[src/rtl/falling_object_stepper_if.sv]
// Draw/erase request handshake between the falling-object stepper and the VGA drawer.
// The stepper owns the request and the coordinates; the drawer answers with DrawDone.
interface falling_object_stepper_if;
  logic [7:0] ObjX;
  logic [6:0] ObjY;
  logic       DrawReq;
  logic       Erase;
  logic       DrawDone;

  modport master (output ObjX, output ObjY, output DrawReq, output Erase, input DrawDone);
  modport slave  (input ObjX, input ObjY, input DrawReq, input Erase, output DrawDone);
endinterface

[src/rtl/falling_object_stepper.sv]
// Steps one falling object down the playfield per rate-divider tick, drives the
// drawer handshake, and judges catch/miss against the paddle at the bottom row.
//
// state | meaning
// IDLE  | waiting for Start
// SPAWN | pick new column from lfsr, row 0
// DRAW  | request paint of object, wait DrawDone
// WAIT  | object drawn, wait for Tick
// ERASE | request paint of background, wait DrawDone
// MOVE  | advance one row
// JUDGE | Hit/Miss pulse visible, mark object as landed
module falling_object_stepper #(
  parameter logic [6:0] ROW_MAX  = 7'd112,
  parameter logic [7:0] PADDLE_W = 8'd16
) (
  input  logic                            Clock,
  input  logic                            Reset,
  input  logic                            Start,
  input  logic                            Tick,
  input  logic [7:0]                      PaddleX,
  falling_object_stepper_if.master        draw,
  output logic                            Hit,
  output logic                            Miss,
  output logic [7:0]                      Score,
  output logic                            Busy
);

  typedef enum logic [2:0] {
    IDLE, SPAWN, DRAW, WAIT, ERASE, MOVE, JUDGE
  } state_t;

  state_t     state;
  logic [7:0] lfsr;
  logic [7:0] obj_x;
  logic [6:0] obj_y;
  logic       req;
  logic       erase;
  logic       hit;
  logic       miss;
  logic [7:0] score;
  logic       busy;
  logic       landed;
  logic       caught;

  // 9-bit compare keeps PaddleX + PADDLE_W - 1 from wrapping near column 255.
  assign caught = ({1'b0, PaddleX} <= {1'b0, obj_x}) &&
                  ({1'b0, obj_x} <= ({1'b0, PaddleX} + {1'b0, PADDLE_W} - 9'd1));

  // Hit/Miss and Score are registered on the WAIT->JUDGE edge so the pulse
  // occupies exactly the JUDGE cycle.
  always_ff @(posedge Clock) begin
    if (Reset) begin
      state  <= IDLE;
      lfsr   <= 8'hA5;
      obj_x  <= 8'd0;
      obj_y  <= 7'd0;
      req    <= 1'b0;
      erase  <= 1'b0;
      hit    <= 1'b0;
      miss   <= 1'b0;
      score  <= 8'd0;
      busy   <= 1'b0;
      landed <= 1'b0;
    end else begin
      lfsr <= {lfsr[6:0], lfsr[7] ^ lfsr[5] ^ lfsr[4] ^ lfsr[3]};
      hit  <= 1'b0;
      miss <= 1'b0;
      case (state)
        IDLE: begin
          if (Start) begin
            state <= SPAWN;
            busy  <= 1'b1;
          end
        end
        SPAWN: begin
          obj_x  <= {1'b0, lfsr[6:0]};
          obj_y  <= 7'd0;
          landed <= 1'b0;
          state  <= DRAW;
          req    <= 1'b1;
          erase  <= 1'b0;
        end
        DRAW: begin
          if (draw.DrawDone) begin
            req   <= 1'b0;
            state <= WAIT;
          end
        end
        WAIT: begin
          if (Tick) begin
            if (obj_y == ROW_MAX) begin
              state <= JUDGE;
              if (caught) begin
                hit <= 1'b1;
                if (score != 8'hFF) score <= score + 8'd1;
              end else begin
                miss <= 1'b1;
              end
            end else begin
              state <= ERASE;
              req   <= 1'b1;
              erase <= 1'b1;
            end
          end
        end
        ERASE: begin
          if (draw.DrawDone) begin
            req   <= 1'b0;
            erase <= 1'b0;
            state <= landed ? SPAWN : MOVE;
          end
        end
        MOVE: begin
          obj_y <= obj_y + 7'd1;
          state <= DRAW;
          req   <= 1'b1;
          erase <= 1'b0;
        end
        JUDGE: begin
          landed <= 1'b1;
          state  <= ERASE;
          req    <= 1'b1;
          erase  <= 1'b1;
        end
        default: state <= IDLE;
      endcase
    end
  end

  assign draw.ObjX    = obj_x;
  assign draw.ObjY    = obj_y;
  assign draw.DrawReq = req;
  assign draw.Erase   = erase;
  assign Hit          = hit;
  assign Miss         = miss;
  assign Score        = score;
  assign Busy         = busy;

endmodule
[src/flat_wrapper.sv]
// flat-port wrapper written by rule: the top's interface ports become plain ports
module falling_object_stepper_flat 
#(
  parameter logic [6:0] ROW_MAX  = 7'd112,
  parameter logic [7:0] PADDLE_W = 8'd16
)
  (Clock, Reset, Start, Tick, PaddleX, Hit, Miss, Score, Busy, draw_ObjX, draw_ObjY, draw_DrawReq, draw_Erase, draw_DrawDone);
  falling_object_stepper_if draw_i ();
  input  logic Clock;
  input  logic Reset;
  input  logic Start;
  input  logic Tick;
  input  logic [7:0] PaddleX;
  output logic Hit;
  output logic Miss;
  output logic [7:0] Score;
  output logic Busy;
  output wire logic [$bits(draw_i.ObjX)-1:0] draw_ObjX;
  output wire logic [$bits(draw_i.ObjY)-1:0] draw_ObjY;
  output wire logic [$bits(draw_i.DrawReq)-1:0] draw_DrawReq;
  output wire logic [$bits(draw_i.Erase)-1:0] draw_Erase;
  input wire logic [$bits(draw_i.DrawDone)-1:0] draw_DrawDone;
  assign draw_ObjX = draw_i.ObjX;
  assign draw_ObjY = draw_i.ObjY;
  assign draw_DrawReq = draw_i.DrawReq;
  assign draw_Erase = draw_i.Erase;
  assign draw_i.DrawDone = draw_DrawDone;
  falling_object_stepper #(.ROW_MAX(ROW_MAX), .PADDLE_W(PADDLE_W)) u_core (.Clock(Clock), .Reset(Reset), .Start(Start), .Tick(Tick), .PaddleX(PaddleX), .draw(draw_i), .Hit(Hit), .Miss(Miss), .Score(Score), .Busy(Busy));
endmodule
[config.mk]
export PLATFORM = sky130hd
export DESIGN_NAME = falling_object_stepper_flat
export DESIGN_NICKNAME = d
export VERILOG_FILES = /design/src/rtl/falling_object_stepper_if.sv /design/src/rtl/falling_object_stepper.sv /design/src/flat_wrapper.sv
export SDC_FILE = /design/constraint.sdc
export NUM_CORES = 1
export LEC_CHECK = 0
export CORE_ASPECT_RATIO = 0.75
export CORE_UTILIZATION = 35
export CTS_BUF_LIST = sky130_fd_sc_hd__clkbuf_2 sky130_fd_sc_hd__clkbuf_4 sky130_fd_sc_hd__clkbuf_8
export DETAILED_ROUTE_END_ITERATION = 10
export GPL_ROUTABILITY_DRIVEN = 0
export PLACE_DENSITY = 0.55
export SETUP_SLACK_MARGIN = 0.1
export SYNTH_ARGS = -nofsm -noshare
export SYNTH_HDL_FRONTEND = slang
export SYNTH_SLANG_ARGS = --single-unit
[constraint.sdc]
create_clock -name Clock -period 4.9 [get_ports Clock]
set_input_delay 0.98 -clock Clock [delete_from_list [all_inputs] [get_ports Clock]]
set_output_delay 0.98 -clock Clock [all_outputs]
set_load 0.01 [all_outputs]
==> results.py <==
metrics = {
    "outcome": {
        "status": "finished clean",
    },
    "final_layout": {
        "nNetsFinal": 317,
        "final_cell_count_no_fill": 362,
        "drive_gt1_share_pct": 6.27,
        "syn_to_final_growth_pct": 27.1,
        "fill_cells": 557,
        "n_antenna_cell": 0,
    },
    "setup_path": {
        "required_ns": 5.12,
        "crit_chain": "clkdlybuf4s50_1, inv_1, ha_1, nand2_1, nand3_1, xor2_1, ha_1, nand4_1, o22a_1, o21ai_2, nand4bb_4, or4_1, a21oi_1",
        "critPathCaptureType": "register",
        "startpoint_type": "primary input",
        "critPathSlowestCell": "clkdlybuf4s50_1",
        "cpMostUsedCell": "ha_1",
        "cp_max_fo": 14,
        "slowest_delay_ns": 0.53,
        "cp_data_arrival_time_ns": 3.83,
        "path_class": "primary input to register",
    },
    "floorplanning": {
        "design.die.area_um2": 6270,
        "die_w_um": 91.1,
        "rows": 23,
        "initial_core_util_pct": 37.7,
        "core-area_um2": 5530,
        "ios": 41,
        "die_h_um": 68.8,
    },
    "sta": {
        "relSlewSlack_pct": 53.7,
        "grt_setup_unrepaired": "false",
        "finalSetupViolations": 0,
        "hold_violations": 0,
        "worst_slew_pin_slew_ns": 0.692,
        "fmax_mhz": 277,
        "period_needed_ns": 3.61,
        "skew_ns": 0.0118,
        "fin_crit_sh_pct": 73.6,
        "slew_violations": 0,
        "tns_ns": 0,
    },
    "route": {
        "drtIter0Drc": 64,
        "routed_wl_mm": 4.57,
        "vias_per_cell": 4.99,
        "dr.pass1.iters": 4,
        "routedWlPerCell_um": 12.6,
        "drc": 0,
        "antenna_left": 0,
        "vias": 1805,
    },
    "synthesis": {
        "synth_seq_cells": 39,
        "syn-cell-area_um2": 2080,
        "avgSynthCellArea_um2": 8.41,
        "synth_nets": 279,
        "synth-xor-area-share_pct": 4.62,
        "async_flop_share_pct": 0,
        "yosysUniqueCellTypes": 42,
        "netlist_instances": 248,
        "yosysWarnings": 0,
        "synth_compound_area_share_pct": 16.9,
        "ys.flop_type": "dfxtp_1",
        "muxShareOfSynthArea_pct": 1.02,
        "synthAdderAreaFrac_pct": 10.8,
        "synth_simple_gate_area_share_pct": 23.6,
        "synth_edf_count": 0,
        "synth_top_family_by_area": "simple AND/OR/NAND/NOR gates",
        "yosysSeqAreaShare_pct": 37.5,
    },
    "clock_network": {
        "clk_latency_ns": 0.29,
        "cts-buffers-inserted": 5,
        "cts.sinks": 39,
        "cts_tree": "done",
        "root_buffer": "clkbuf_8",
        "cts_setup_buffers": 0,
        "clock_path_buffers": 2,
        "cts_hold_buf": 0,
        "clkTransAtPathRegs_ns": 0.08,
        "h-tree-depth": 2,
        "cts_resized": 0,
    },
    "power": {
        "p_leak_uw": 0.00102,
        "power_uw": 774,
        "ir_drop_mv": 0.133,
        "power_density_nw_per_um2": 292,
    },
    "global_routing": {
        "busiest_layer": "met2",
        "met3_usage_pct": 4.06,
        "track_usage_pct": 16.3,
        "gr-total-overflow": 0,
        "use_met1_pct": 23.1,
        "use_met2_pct": 24.3,
        "grt_pass1_vias": 1744,
        "grt_max_degree": 34,
        "grt_pass1_wl_mm": 8.00,
        "grt_antenna_before_repair": 0,
    },
    "place": {
        "io_buffers": 39,
        "place_inst": 354,
        "dp_hpwl_mm": 3.35,
    },
    "job": {
        "cap_violations": 0,
    },
    "worst_hold_path": {
        "hp-class": "register to register",
    },
}
==> synthesized netlist by cell type (2+ instances only) <==
cell type  number  area share, %
a211oi_1        2           0.72
a21oi_1        26            6.2
a31oi_1         2           0.60
and4_1          2           0.84
clkbuf_1        7            1.3
dfxtp_1        39             37
ha_1           18             11
inv_1          18            3.2
nand2_1        15            2.7
nand2b_1        3           0.90
nand3_1        12            2.9
nand4_1         3           0.90
nor2_1         30            5.4
nor2b_1         7            2.1
nor3_1          4           0.96
nor4_1          2           0.60
o21ai_0         6            1.4
o21ai_1         2           0.48
o22a_1          5            2.1
o22ai_1         3           0.90
o31ai_1         4            1.4
or2_2           4            1.2
or3_1           3           0.90
or4_1           4            1.4
xnor2_1         5            2.1
xor2_1          6            2.5
==> per-stage QoR <==
stage | cell area, um^2 | worst slack (ns) | utilization (%) | hold slack (ns)
finish | 2650 | 1.29 | 47.9 | 0.472
floorplan | 2080 | 1.85 | - | 0.417
CTS | 2650 | 1.31 | 47.9 | 0.470
detailed placement | 2530 | 1.02 | 45.8 | 0.454
global placement | 2530 | 1.07 | 45.8 | 0.452
global route | 2650 | 1.02 | 47.9 | 0.485
==> logic make-up (layout without fill, tap and decap cells) <==
family,count (synthesis),after routing
compound gates,57,57
xor+xnor,11,11
fa+ha+maj,18,18
buf+inv,27,66
flops,39,39
mux,2,2
other cells,1,1
simple gates,93,93
==> power by group <==
part / internal, uW / total [uW] / switching (uW)
sequential: 335 / 355 / 19.7
clock: 165 / 279 / 114
combinational: 70.5 / 141 / 70.6
==> layout by cell type, fill, tap and decap left out, drive strengths merged, types with 2 or more instances in the layout <==
master         count
nand3             12
nand4              3
nor4               2
nand2b             3
nor2b              7
or4                5
and4               2
nor3               4
inv               18
dfxtp             39
or3                4
a31oi              2
clkbuf             6
o22ai              3
o21ai              9
a21oi             26
o22a               5
nand2             15
or2                4
a211oi             2
nor2              30
clkdlybuf4s50     39
xor2               6
o31ai              4
ha                18
xnor2              5
==> critical path: cells and delay by family <==
kind	cells	cell delay (ns)
and+or+nand+nor	5	1.03
buffers and inverters	2	0.63
adders and majority gates	2	0.55
AOI/OAI and AO/OA	3	0.49
xor gates and xnor gates	1	0.16
==> path summary, 6_finish.rpt <==
check	slack (ns)	to	depth (start not counted)	startpoint
worst max register to register	2.36	u_core.Score[7]$_SDFFE_PP0P_	8	u_core.draw.ObjY[0]$_SDFFE_PP0P_
worst max-delay path	1.29	u_core.Score[7]$_SDFFE_PP0P_	13	PaddleX[0]
worst min-delay path	0.47	u_core.lfsr[2]$_SDFF_PP1_	1	u_core.lfsr[1]$_SDFF_PP0_
worst min register to register	0.47	u_core.lfsr[2]$_SDFF_PP1_	1	u_core.lfsr[1]$_SDFF_PP0_
==> per-layer routing <==
metal	wire length, um	vias to the layer above
met3	221	7
li1	-	946
met5	0	-
met2	1770	39
met1	2520	813
met4	58	0
==> flip-flops by register name (all words and copies together), names as in the netlist <==
| register | cells |
|---|---|
| u_core.Busy | 1 |
| u_core.Hit | 1 |
| u_core.Miss | 1 |
| u_core.Score | 8 |
| u_core.draw.DrawReq | 1 |
| u_core.draw.Erase | 1 |
| u_core.draw.ObjX | 7 |
| u_core.draw.ObjY | 7 |
| u_core.landed | 1 |
| u_core.lfsr | 8 |
| u_core.state | 3 |
==> layout make-up <==
class                      instances  area (um^2)  share of cell area (%)
sequential                        39          781                    29.5
inverter                          18         67.6                    2.55
tap                               75         93.8                    3.54
clock buffer                       6         82.6                    3.12
multi-input combinational        182         1190                    45.0
timing repair buffer              40          398                    15.0
clock inverter                     2         35.0                    1.32
(Power assumes the default switching activity.)
